--- src/rtl/world_map_arbiter.sv ---
// world_map_arbiter: shares the world map memory read port between the
// display scanner (strict priority, fixed latency) and the robot sensor
// lookups (req/ack handshake that fills idle slots).
`timescale 1ns/1ps

module world_map_arbiter #(
    parameter int ADDR_W     = 14,
    parameter int RD_LAT     = 1,
    parameter int STARVE_MAX = 16
) (
    input  logic              clk,
    input  logic              reset,
    input  logic              vid_req,
    input  logic [ADDR_W-1:0] vid_addr,
    input  logic              vid_on_in,
    output logic              vid_valid,
    output logic [1:0]        vid_data,
    output logic              vid_on_out,
    input  logic              bot_req,
    input  logic [ADDR_W-1:0] bot_addr,
    output logic              bot_ack,
    output logic [1:0]        bot_data,
    output logic              bot_starved,
    output logic [ADDR_W-1:0] mem_addr,
    input  logic [1:0]        mem_data
);

    // End-to-end latency from grant cycle to registered result.
    localparam int L = RD_LAT + 2;
    localparam logic [7:0] STARVE_LIM = 8'(STARVE_MAX);

    typedef enum logic [1:0] {
        B_IDLE,
        B_WAIT,
        B_ACK
    } bot_state_t;

    // One in-flight read: whether a grant happened and who owns it.
    typedef struct packed {
        logic valid;
        logic bot;
    } tag_t;

    bot_state_t        bot_state;
    tag_t [L-2:0]      tag_pipe;
    tag_t              new_tag;
    tag_t              out_tag;
    logic [L-1:0]      von_pipe;
    logic [7:0]        wait_cnt;
    logic [7:0]        wait_cnt_next;
    logic              vid_grant;
    logic              bot_grant;
    logic              bot_denied;

    // Video always wins; the bot only takes a slot when idle and no video.
    assign vid_grant  = vid_req;
    assign bot_grant  = !vid_req && (bot_state == B_IDLE) && bot_req;
    assign bot_denied = vid_req && (bot_state == B_IDLE) && bot_req;
    assign out_tag    = tag_pipe[L-2];
    assign vid_on_out = von_pipe[L-1];

    // Build the tag for this cycle's grant and the next wait count.
    always_comb begin
        // NOTE: every always_comb output gets a default first so no path can infer a latch.
        new_tag       = '0;
        wait_cnt_next = wait_cnt;
        new_tag.valid = vid_grant || bot_grant;
        new_tag.bot   = bot_grant;
        if (bot_grant) begin
            wait_cnt_next = '0;
        end else if (bot_denied && (wait_cnt != 8'hFF)) begin
            wait_cnt_next = wait_cnt + 8'd1;
        end
    end

    // Register the granted address toward the map memory.
    always_ff @(posedge clk or posedge reset) begin
        // NOTE: sequential state uses non-blocking assignments so every register samples pre-edge values.
        if (reset) begin
            mem_addr <= '0;
        end else if (vid_grant) begin
            mem_addr <= vid_addr;
        end else if (bot_grant) begin
            mem_addr <= bot_addr;
        end
    end

    // Shift grant tags alongside the memory read latency.
    always_ff @(posedge clk or posedge reset) begin
        // NOTE: the tag pipeline is reset so a reset mid-read can never release a stale ack.
        if (reset) begin
            tag_pipe <= '0;
        end else begin
            tag_pipe <= {tag_pipe[L-3:0], new_tag};
        end
    end

    // Delay video_on by the full lookup latency so it lines up with vid_data.
    always_ff @(posedge clk or posedge reset) begin
        if (reset) begin
            von_pipe <= '0;
        end else begin
            von_pipe <= {von_pipe[L-2:0], vid_on_in};
        end
    end

    // Capture display results when a video tag reaches the output stage.
    always_ff @(posedge clk or posedge reset) begin
        if (reset) begin
            vid_valid <= 1'b0;
            vid_data  <= '0;
        end else begin
            vid_valid <= out_tag.valid && !out_tag.bot;
            if (out_tag.valid && !out_tag.bot) begin
                vid_data <= mem_data;
            end
        end
    end

    // Bot handshake FSM: one outstanding request, one-cycle ack pulse.
    always_ff @(posedge clk or posedge reset) begin
        if (reset) begin
            bot_state <= B_IDLE;
            bot_ack   <= 1'b0;
            bot_data  <= '0;
        end else begin
            bot_ack <= 1'b0;
            case (bot_state)
                B_IDLE: begin
                    if (bot_grant) begin
                        bot_state <= B_WAIT;
                    end
                end
                B_WAIT: begin
                    if (out_tag.valid && out_tag.bot) begin
                        bot_state <= B_ACK;
                        bot_ack   <= 1'b1;
                        bot_data  <= mem_data;
                    end
                end
                B_ACK: begin
                    bot_state <= B_IDLE;
                end
                default: begin
                    bot_state <= B_IDLE;
                end
            endcase
        end
    end

    // Count consecutive denials; the starved flag is sticky until reset.
    always_ff @(posedge clk or posedge reset) begin
        if (reset) begin
            wait_cnt    <= '0;
            bot_starved <= 1'b0;
        end else begin
            wait_cnt <= wait_cnt_next;
            if (wait_cnt_next >= STARVE_LIM) begin
                bot_starved <= 1'b1;
            end
        end
    end

endmodule

--- config.mk ---
export PLATFORM = sky130hd
export DESIGN_NAME = world_map_arbiter
export DESIGN_NICKNAME = d
export VERILOG_FILES = /design/src/rtl/world_map_arbiter.sv
export SDC_FILE = /design/constraint.sdc
export NUM_CORES = 1
export LEC_CHECK = 0
export BUFFER_PORTS_ARGS = -buffer_cell sky130_fd_sc_hd__buf_2
export CAP_MARGIN = 40
export CORE_MARGIN = 2
export CORE_UTILIZATION = 29
export DETAILED_ROUTE_END_ITERATION = 8
export GPL_TIMING_DRIVEN = 0
export HOLD_SLACK_MARGIN = 0.08
export SKIP_LAST_GASP = 1
export SYNTH_ARGS = -nofsm -noshare
export SYNTH_HDL_FRONTEND = slang
export SYNTH_SLANG_ARGS = --single-unit
export TNS_END_PERCENT = 100
--- constraint.sdc ---
create_clock -name clk -period 2.1 [get_ports clk]
set_clock_uncertainty 0.15 [all_clocks]
set_input_delay 0.42 -clock clk [delete_from_list [all_inputs] [get_ports clk]]
set_output_delay 0.42 -clock clk [all_outputs]
set_load 0.02 [all_outputs]
==> flow_summary.ini, run 1 <==
[synth]
ys_warn_count = 0
postSynthAreaPerCell_um2 = 10.7
syn_nets = 193
postSynthRegisterBits = 38
ys.flop_type = sky130_fd_sc_hd__dfrtp_1
synth_enable_flop_cells = 0
synthesis.area_um2 = 1680
synth_sequential_area_ratio_pct = 56.8
synthesis.instances = 157
synth_cell_type_count = 37
postSynth.asyncResetShare_pct = 100

[global_route]
overflow = 0
grt_max_degree = 39
first_global_vias = 1323
antenna_found_initial = 0
grt_pass1_wl_mm = 6.29
globalRouteTotalUtil_pct = 12.7

[setup_path]
crit_path_max_fanout = 4
timing_worst_setup_path_type = reg -> reg
beginning_of_the_worst_register_to_register_path = bot_state[1]$_DFFE_PP0P_
worst_path_most_repeated_cell = sky130_fd_sc_hd__or4b_4
critical_path.endpoint_type = register
critPathLaunchType = register
r2r_cells = 4
worst-endpoint-required_ns = 2.12
worst_r2r_endpoint = bot_starved$_DFFE_PP0P_
slack_of_the_worst_reg_to_reg_path_ns = -0.03
critical_path.slowest_cell = sky130_fd_sc_hd__or4b_4
crit_path_cells = or3b_4 -> nand2_1 -> or4b_4 -> or4b_4
crit_path_max_incr_delay_ns = 0.48
worst_ep_arrival_time_ns = 2.15

[timing]
fin_crit_sh_pct = 102
post_route_minimum_period_ns = 2.13
setup_ws_ns = -0.0346
fin_hold_ws_ns = 0.114
grt_setup_unrepaired = yes
worst_pin_slew_ns = 0.779
maxSlewViolCount = 0
fmaxAchievable_ghz = 0.468
hold_violation_count_in_the_final_report = 0
slew_headroom_pct = 48.0
report.final.setup_viol = 1

[clock_network]
cts-buffers-inserted = 5
clk_latency_ns = 0.29
max-clock-path-buffers = 2
cts_htree_levels = 2
cts.sink_count = 38
cts_tree = built
root_buffer = sky130_fd_sc_hd__clkbuf_8
clock_edge_transition_at_the_registers_on_the_reported_setup_and_hold_paths_ns = 0.08

[power_and_ir_drop]
power_density_nw_per_um2 = 986
power.combinational.fraction_pct = 31.6
p_clk_share_pct = 24.0
seq_power_share_pct = 44.4
sw_frac_of_total_pct = 34.3
power.static_leakage_nw = 1.10
peakVddDrop_mv = 0.542
power.internal_mw = 1.45
switchingPower_mw = 0.756

[die]
design.die.area_um2 = 6400
io-pin-count = 57
die_w_um = 80.0
core_um2 = 5540
floorplan.die.height_um = 80.0
placementRows = 27
initial_core_util_pct = 30.2

[hold_path]
holdCritPathClass = in -> async

[cells_and_area]
diodes = 0
area_growth_syn_to_layout_pct = 33.5
utilization_pct = 40.4
nNetsFinal = 262
final_layout_size_suffix_gt1_share_pct = 38.8
final_cell_mix = sky130_fd_sc_hd__buf_2 (57), sky130_fd_sc_hd__dfrtp_1 (36), sky130_fd_sc_hd__nand2_1 (27)
mostFrequentLayoutCell = sky130_fd_sc_hd__buf_2

[outcome]
outcome = finished, violations left
violations = negative setup slack

[route]
viasPerCell = 4.73
first_pass_iters = 5
drc_errors = 0
residual_antenna_violating_net_count_after_detailed_routing = 0
drt_iter0_drc = 55
via_count = 1414
wirelength_mm = 3.84
wl_per_cell_um = 12.9

[placed_design]
place.port_buffers = 56
dp.final_hpwl_mm = 2.60
routabilityCongestion = 0.813

[flow_run]
max_cap_viol_count = 0
[through the flow]
stage / setup WS (ns) / power [mW] / cells / cell area (um2) / setup TNS [ns]
after floorplan: -0.0266 / 1.40 / 157 / 1680 / -0.0266
after global placement: -0.376 / 1.60 / 285 / 2050 / -2.82
after detailed placement: -0.194 / 1.61 / 286 / 2060 / -0.447
after CTS: -0.108 / 2.16 / 295 / 2170 / -0.160
after global routing: -0.0942 / 2.35 / 299 / 2240 / -0.0942
final: -0.0346 / 2.21 / 299 / 2240 / -0.0346
[sequential cells by signal (all words and copies together) (netlist names), 2 cells and up]
register and cells:
von_pipe 3, wait_cnt 8, bot_data 2, tag_pipe 2
mem_addr 14, vid_data 2, bot_state 2, out_tag 2
[critical path, delay by kind of cell (launching register included)]
family | cells | cell delay, ns
flops | 1 | 0.40
simple gates | 4 | 1.45
[power groups by stage]
stage / sequential (mW) / clock, mW / combinational (mW)
floorplan: 1.07 / 0 / 0.328
global placement: 0.984 / 0 / 0.615
detailed placement: 0.982 / 0 / 0.627
CTS: 0.969 / 0.549 / 0.645
global route: 1.00 / 0.577 / 0.773
finish: 0.980 / 0.528 / 0.697
[cell usage after synthesis (2+ instances only)]
cell type / number / area share [%]
sky130_fd_sc_hd__mux2i_1: 14 / 8.4
sky130_fd_sc_hd__nand3b_1: 2 / 0.90
sky130_fd_sc_hd__nand2_1: 27 / 6.0
sky130_fd_sc_hd__o21ai_0: 19 / 5.7
sky130_fd_sc_hd__and4_1: 2 / 1.0
sky130_fd_sc_hd__clkbuf_1: 5 / 1.1
sky130_fd_sc_hd__inv_1: 7 / 1.6
sky130_fd_sc_hd__a21oi_1: 4 / 1.2
sky130_fd_sc_hd__buf_2: 3 / 0.90
sky130_fd_sc_hd__dfrtp_1: 38 / 57
sky130_fd_sc_hd__nor3_1: 2 / 0.60
sky130_fd_sc_hd__nor2_1: 4 / 0.90
sky130_fd_sc_hd__a41oi_1: 2 / 1.0
sky130_fd_sc_hd__mux2_2: 2 / 1.3
sky130_fd_sc_hd__nand2b_1: 2 / 0.75
sky130_fd_sc_hd__nand3_1: 3 / 0.90
[worst max path at each step]
stage | endpoint | slack [ns] | depth (start not counted) | start
after floorplan | bot_starved$_DFFE_PP0P_ | -0.03 | 5 | bot_req
after global placement | wait_cnt[1]$_DFF_PP0_ | -0.38 | 5 | bot_req
after detailed placement | bot_starved$_DFFE_PP0P_ | -0.19 | 6 | bot_req
after CTS | bot_starved$_DFFE_PP0P_ | -0.11 | 5 | bot_state[0]$_DFFE_PP0P_
after global routing | bot_starved$_DFFE_PP0P_ | -0.09 | 4 | bot_state[1]$_DFFE_PP0P_
final | bot_starved$_DFFE_PP0P_ | -0.03 | 4 | bot_state[1]$_DFFE_PP0P_
[area by class of cell]
cell class | count | area (um2)
buffer | 7 | 37.5
clock buffer | 6 | 82.6
clock inverter | 2 | 12.5
fill | 578 | 3300
inverter | 7 | 26.3
multi-input combinational | 102 | 687
sequential | 38 | 953
tap | 72 | 90.1
timing repair buffer | 65 | 348
[per-layer routing]
layer,track usage [%],part of all wire (%),vias up
met5,0,0,-
met4,5.08,1.7,0
met3,5.32,9.4,7
met2,18.9,43,52
met1,16.2,46,668
li1,-,-,687
[what timing repair did]
action                                 in CTS  in global routing
setup endpoints to repair                   3                  9
gates resized for setup                     0                 12
gates cloned                                0                  0
setup buffers                               1                  6
endpoints found under the hold margin       1                  0
pin swaps                                   1                  1
hold buffers                                1                  0
[cell families after synthesis]
kind of cell	after synthesis	share of synthesized area, %
compound gates	35	13.0
flops	38	56.8
mux	16	9.71
buf+inv	17	4.26
simple gates	50	15.5
fa+ha+maj	1	0.747
Note: power is estimated with default switching activity, not from simulation.
==> inputs of run 2 (changes only) <==
- PLACE_DENSITY_LB_ADDON: not set -> 0.05
- SETUP_SLACK_MARGIN: not set -> 0.3
==> run 2 against run 1 <==
  * The run still ends with negative setup slack left
  * Register-to-register slack worse by 0.04 ns
  * Cell count is 1.7% higher
  * Worst hold slack better by 0.017 ns
  * Sequential share of layout area is 1.8 points lower
  * Highest routed layer unchanged
  * Worst setup slack worse by 0.036 ns
  * Utilization is 1.8 points higher
  * Sequential power is 0.8% lower
  * Largest cell class unchanged
  * First-iteration DRC count is 51% higher
  * Global-route usage is 0.49 points higher
  * Critical endpoint unchanged
  * Via count is 0.50% lower
==> flow_summary.ini, run 2 (synthesis gave the netlist of run 1 again) <==
[die]
die_w_um = 80.0
placementRows = 27
core_um2 = 5540
design.die.area_um2 = 6400
floorplan.die.height_um = 80.0
initial_core_util_pct = 30.2
io-pin-count = 57

[setup_path]
timing.critical_path.from = bot_state[1]$_DFFE_PP0P_
worst_r2r_endpoint = bot_starved$_DFFE_PP0P_
critical_path.slowest_cell = sky130_fd_sc_hd__or4b_1
critPathLaunchType = register
worst-endpoint-required_ns = 2.10
r2r_cells = 5
beginning_of_the_worst_register_to_register_path = bot_state[1]$_DFFE_PP0P_
crit_path_max_fanout = 4
timing_worst_setup_path_type = reg -> reg
worst_ep_arrival_time_ns = 2.17
crit_path_max_incr_delay_ns = 0.47
crit_path_cells = or3b_1 -> buf_6 -> nand2_1 -> or4b_4 -> or4b_1
critical_path_buf_inv_count = 1
path_delay_family = simple AND/OR/NAND/NOR gates
critical_path.endpoint_type = register
slack_of_the_worst_reg_to_reg_path_ns = -0.07

[timing]
worst_pin_slew_ns = 0.789
maxSlewViolCount = 0
grt_setup_unrepaired = yes
setup_ws_ns = -0.0701
hold_violation_count_in_the_final_report = 0
report.final.setup_viol = 1
fmaxAchievable_ghz = 0.461
post_route_minimum_period_ns = 2.17
slew_headroom_pct = 47.3
fin_hold_ws_ns = 0.131
fin_crit_sh_pct = 103

[placed_design]
place_worst_setup_slack_ns = -0.176
routabilityCongestion = 0.787
dp.final_hpwl_mm = 2.74
place.port_buffers = 56
place_inst = 286

[route]
wirelength_mm = 3.88
wl_per_cell_um = 12.8
via_count = 1407
drc_errors = 0
first_pass_iters = 4
drt_iter0_drc = 83
viasPerCell = 4.63
residual_antenna_violating_net_count_after_detailed_routing = 0

[cells_and_area]
diodes = 0
nNetsFinal = 268
biggestRegsByFlops = mem_addr x14, wait_cnt x8, von_pipe x3
finalNonFillerCells = 304
mostFrequentLayoutCell = sky130_fd_sc_hd__buf_2
fillers = 561
utilization_pct = 42.1
area_growth_syn_to_layout_pct = 39.4
top_register = mem_addr
largest_reg_flops = 14
final_layout_size_suffix_gt1_share_pct = 39.7
final_cell_mix = sky130_fd_sc_hd__buf_2 (56), sky130_fd_sc_hd__dfrtp_1 (37), sky130_fd_sc_hd__nand2_1 (27)

[clock_network]
clock_edge_transition_at_the_registers_on_the_reported_setup_and_hold_paths_ns = 0.07
clk_latency_ns = 0.28
cts-buffers-inserted = 5
cts_htree_levels = 2
cts.sink_count = 38
root_buffer = sky130_fd_sc_hd__clkbuf_8
max-clock-path-buffers = 2
cts_tree = built

[outcome]
violations = negative setup slack
outcome = finished, violations left

[global_route]
antenna_found_initial = 0
grt_max_degree = 39
globalRouteTotalUtil_pct = 13.2
overflow = 0
first_global_vias = 1471
grt_pass1_wl_mm = 6.56

[power_and_ir_drop]
power.static_leakage_nw = 1.16
power_density_nw_per_um2 = 1030
peakVddDrop_mv = 0.565
fin_total_pwr_mw = 2.40

[hold_path]
holdCritPathClass = in -> async

[flow_run]
max_cap_viol_count = 0
-- run 2: cell count changes in the layout (fill, tap and decap cells not counted), sizes merged --
cell,delta
buf,+4
bufinv,+1
clkinvlp,-1
clkinv,-1
clkbuf,+2
-- run 2: timing repair --
item,4_1_cts,5_1_grt
gates resized for setup,8,13
setup buffers,6,3
cloned,0,1
hold buffers,1,0
endpoints found under the setup margin,17,18
hold endpoints to repair,1,0
pin swaps,3,4
-- run 2: area by class of cell --
class / count / area (um2) / share of cell area (%)
clock buffer: 6 / 82.6 / 3.54
tap: 72 / 90.1 / 3.86
buffer: 10 / 77.6 / 3.32
clock inverter: 1 / 30.0 / 1.29
multi-input combinational: 102 / 686 / 29.4
timing repair buffer: 68 / 390 / 16.7
inverter: 7 / 26.3 / 1.13
sequential: 38 / 952 / 40.8
-- run 2: metal layers --
metal / GRT usage (%) / vias to the layer above / wire [um]
li1: - / 705 / -
met1: 15.5 / 652 / 1700
met2: 22.2 / 45 / 1850
met3: 4.52 / 5 / 273
met4: 4.75 / 0 / 55
met5: 0 / - / 0
-- run 2: worst max-delay path by stage --
stage / slack [ns] / cells past startpoint / endpoint
global placement: -0.34 / 5 / wait_cnt[0]$_DFF_PP0_
CTS: -0.09 / 5 / bot_starved$_DFFE_PP0P_
floorplan: -0.03 / 5 / bot_starved$_DFFE_PP0P_
global route: -0.14 / 5 / bot_starved$_DFFE_PP0P_
finish: -0.07 / 5 / bot_starved$_DFFE_PP0P_
detailed placement: -0.18 / 6 / bot_starved$_DFFE_PP0P_
-- run 2: power breakdown --
| part | internal [mW] | switching, mW | leakage (nW) |
|---|---|---|---|
| clock network | 0.380 | 0.245 | 0.0573 |
| registers | 0.876 | 0.0960 | 0.465 |
| logic | 0.386 | 0.412 | 0.638 |
| total | 1.64 | 0.754 | 1.16 |
-- run 2: worst register-to-register path, cell delays in order (launching register included) --
cell	delay (ns)
sky130_fd_sc_hd__dfrtp_1	0.41
sky130_fd_sc_hd__or3b_1	0.39
sky130_fd_sc_hd__buf_6	0.13
sky130_fd_sc_hd__nand2_1	0.05
sky130_fd_sc_hd__or4b_4	0.45
sky130_fd_sc_hd__or4b_1	0.47
-- run 2: metrics by stage --
step / TNS [ns] / cell area [um2]
after floorplan: -0.0266 / 1680
after global placement: -2.74 / 2050
after detailed placement: -0.277 / 2060
after CTS: -0.153 / 2250
after global routing: -0.136 / 2330
final: -0.0701 / 2330
==> inputs of run 3 (changes only) <==
- BUFFER_PORTS_ARGS: -buffer_cell sky130_fd_sc_hd__buf_2 -> not set
- DONT_BUFFER_PORTS: not set -> 1
==> run 3 against run 2 <==
  * The flow still finishes with violations (negative setup slack)
  * Combinational power shrank 15%
  * Clock power shrank 19%
  * Cell count is 17% lower
  * Via count down 10%
  * Cell area fell by 11%
  * Clock-buffer cell count unchanged
  * Critical path depth stayed put
  * Non-clock buffer count decreased by 53
  * First-iteration DRC count down 41%
  * Critical endpoint unchanged
==> flow_summary.ini, run 3 (synthesis gave the netlist of run 1 again) <==
[outcome]
outcome = finished, violations left
violations = negative setup slack

[power_and_ir_drop]
power.combinational.fraction_pct = 29.9
sw_frac_of_total_pct = 34.9
power.static_leakage_nw = 0.938
switchingPower_mw = 0.795
peakVddDrop_mv = 0.358
p_clk_share_pct = 22.3
power.internal_mw = 1.48
power_density_nw_per_um2 = 1100
seq_power_share_pct = 47.7

[global_route]
globalRouteTotalUtil_pct = 12.9
grt_pass1_wl_mm = 6.25
antenna_found_initial = 0
overflow = 0
grt_max_degree = 39
first_global_vias = 1316

[setup_path]
crit_path_cells = or3b_4 -> buf_6 -> nand2_1 -> or4b_4 -> or4b_1
path_delay_family = simple AND/OR/NAND/NOR gates
critical_path_buf_inv_count = 1
crit_path_max_incr_delay_ns = 0.46
critical_path.slowest_cell = sky130_fd_sc_hd__or4b_4
critPathLaunchType = register
beginning_of_the_worst_register_to_register_path = bot_state[0]$_DFFE_PP0P_
r2r_cells = 5
worst_r2r_endpoint = bot_starved$_DFFE_PP0P_
worst_ep_arrival_time_ns = 2.20
worst-endpoint-required_ns = 2.12
slack_of_the_worst_reg_to_reg_path_ns = -0.08
timing_worst_setup_path_type = reg -> reg
critical_path.endpoint_type = register
crit_path_max_fanout = 4

[route]
viasPerCell = 5.03
residual_antenna_violating_net_count_after_detailed_routing = 0
wl_per_cell_um = 15.7
wirelength_mm = 3.95
via_count = 1267
drc_errors = 0
drt_iter0_drc = 49
first_pass_iters = 4

[timing]
fmaxAchievable_ghz = 0.458
setup_ws_ns = -0.0817
post_route_minimum_period_ns = 2.18
fin_crit_sh_pct = 104
maxSlewViolCount = 0
slew_headroom_pct = 47.5
grt_setup_unrepaired = yes
hold_violation_count_in_the_final_report = 0
report.final.setup_viol = 1
worst_pin_slew_ns = 0.787
fin_hold_ws_ns = 0.0865
final.setup.tns_ns = -0.0817

[cells_and_area]
area_growth_syn_to_layout_pct = 23.9
top_register = mem_addr
nNetsFinal = 215
biggestRegsByFlops = mem_addr x14, wait_cnt x8, von_pipe x3
mostFrequentLayoutCell = sky130_fd_sc_hd__dfrtp_1
largest_reg_flops = 14
final_cell_mix = sky130_fd_sc_hd__dfrtp_1 (38), sky130_fd_sc_hd__nand2_1 (27), sky130_fd_sc_hd__o21ai_0 (14)
diodes = 0
final_layout_size_suffix_gt1_share_pct = 21.1

[placed_design]
place.port_buffers = 0
dp.final_hpwl_mm = 2.62
routabilityCongestion = 0.771

[die]
initial_core_util_pct = 30.2
io-pin-count = 57
core_um2 = 5540
die_w_um = 80.0
floorplan.die.height_um = 80.0
placementRows = 27
design.die.area_um2 = 6400

[clock_network]
root_buffer = sky130_fd_sc_hd__clkbuf_8
clock_edge_transition_at_the_registers_on_the_reported_setup_and_hold_paths_ns = 0.08
cts_htree_levels = 2
cts-buffers-inserted = 5
max-clock-path-buffers = 2
cts.sink_count = 38
cts_tree = built
clk_latency_ns = 0.30

[hold_path]
holdCritPathClass = in -> reg
whs_endpoint = mem_addr[1]$_DFFE_PP0P_
hp-start = vid_addr[1]
hold_path_depth = 2

[flow_run]
max_cap_viol_count = 0
==> run 3: power groups by stage <==
stage | clock network [mW] | registers [mW] | logic, mW
floorplan | 0 | 1.07 | 0.328
global placement | 0 | 1.10 | 0.396
detailed placement | 0 | 1.10 | 0.414
CTS | 0.523 | 1.08 | 0.560
global route | 0.558 | 1.11 | 0.750
finish | 0.508 | 1.09 | 0.682
==> run 3: worst max path at each step <==
| stage | start | endpoint | slack (ns) | cells after the start |
|---|---|---|---|---|
| global route | bot_state[0]$_DFFE_PP0P_ | bot_starved$_DFFE_PP0P_ | -0.13 | 5 |
| finish | bot_state[0]$_DFFE_PP0P_ | bot_starved$_DFFE_PP0P_ | -0.08 | 5 |
| CTS | bot_state[0]$_DFFE_PP0P_ | bot_starved$_DFFE_PP0P_ | -0.08 | 5 |
| global placement | bot_req | wait_cnt[0]$_DFF_PP0_ | -0.30 | 4 |
| detailed placement | wait_cnt[0]$_DFF_PP0_ | bot_starved$_DFFE_PP0P_ | -0.15 | 6 |
| floorplan | bot_req | bot_starved$_DFFE_PP0P_ | -0.03 | 5 |
==> run 3: timing repair <==
| item | in CTS | in global routing |
|---|---|---|
| resized for setup | 9 | 21 |
| setup endpoints to repair | 16 | 10 |
| hold endpoints to repair | 39 | 0 |
| setup buffers | 9 | 2 |
| hold buffers | 2 | 0 |
| pin swaps | 3 | 4 |
| gates cloned | 0 | 1 |
==> run 3: layout make-up <==
type	instances	area (um2)
Clock buffer	6	72.6
Tap cell	72	90.1
Sequential cell	38	951
Multi-Input combinational cell	102	696
Buffer	10	83.8
Fill cell	560	3460
Inverter	7	26.3
Timing Repair Buffer	15	143
Clock inverter	2	13.8
==> run 3: through the flow <==
stage	cells	total power [mW]	worst slack [ns]	cell area, um2	utilization [%]
6_report	252	2.28	-0.0817	2080	37.5
5_1_grt	252	2.42	-0.129	2080	37.5
4_1_cts	249	2.16	-0.0813	1980	35.8
3_5_place_dp	230	1.52	-0.150	1780	32.1
3_3_place_gp	229	1.50	-0.297	1770	32.0
2_1_floorplan	157	1.40	-0.0266	1680	-
==> run 3: worst reg2reg max path, cell delays in order (launching register included) <==
cell and delay, ns:
sky130_fd_sc_hd__dfrtp_1 0.40, sky130_fd_sc_hd__or3b_4 0.40, sky130_fd_sc_hd__buf_6 0.13, sky130_fd_sc_hd__nand2_1 0.05, sky130_fd_sc_hd__or4b_4 0.46, sky130_fd_sc_hd__or4b_1 0.46
==> run 3: layer usage <==
metal / track usage, % / wire, um / part of all wire, % / vias to the layer above
met2: 20.3 / 1900 / 48 / 51
met4: 4.24 / 56 / 1.4 / 0
met3: 5.54 / 305 / 7.7 / 5
met1: 15.7 / 1690 / 43 / 616
li1: - / - / - / 595
met5: 0 / 0 / 0 / -
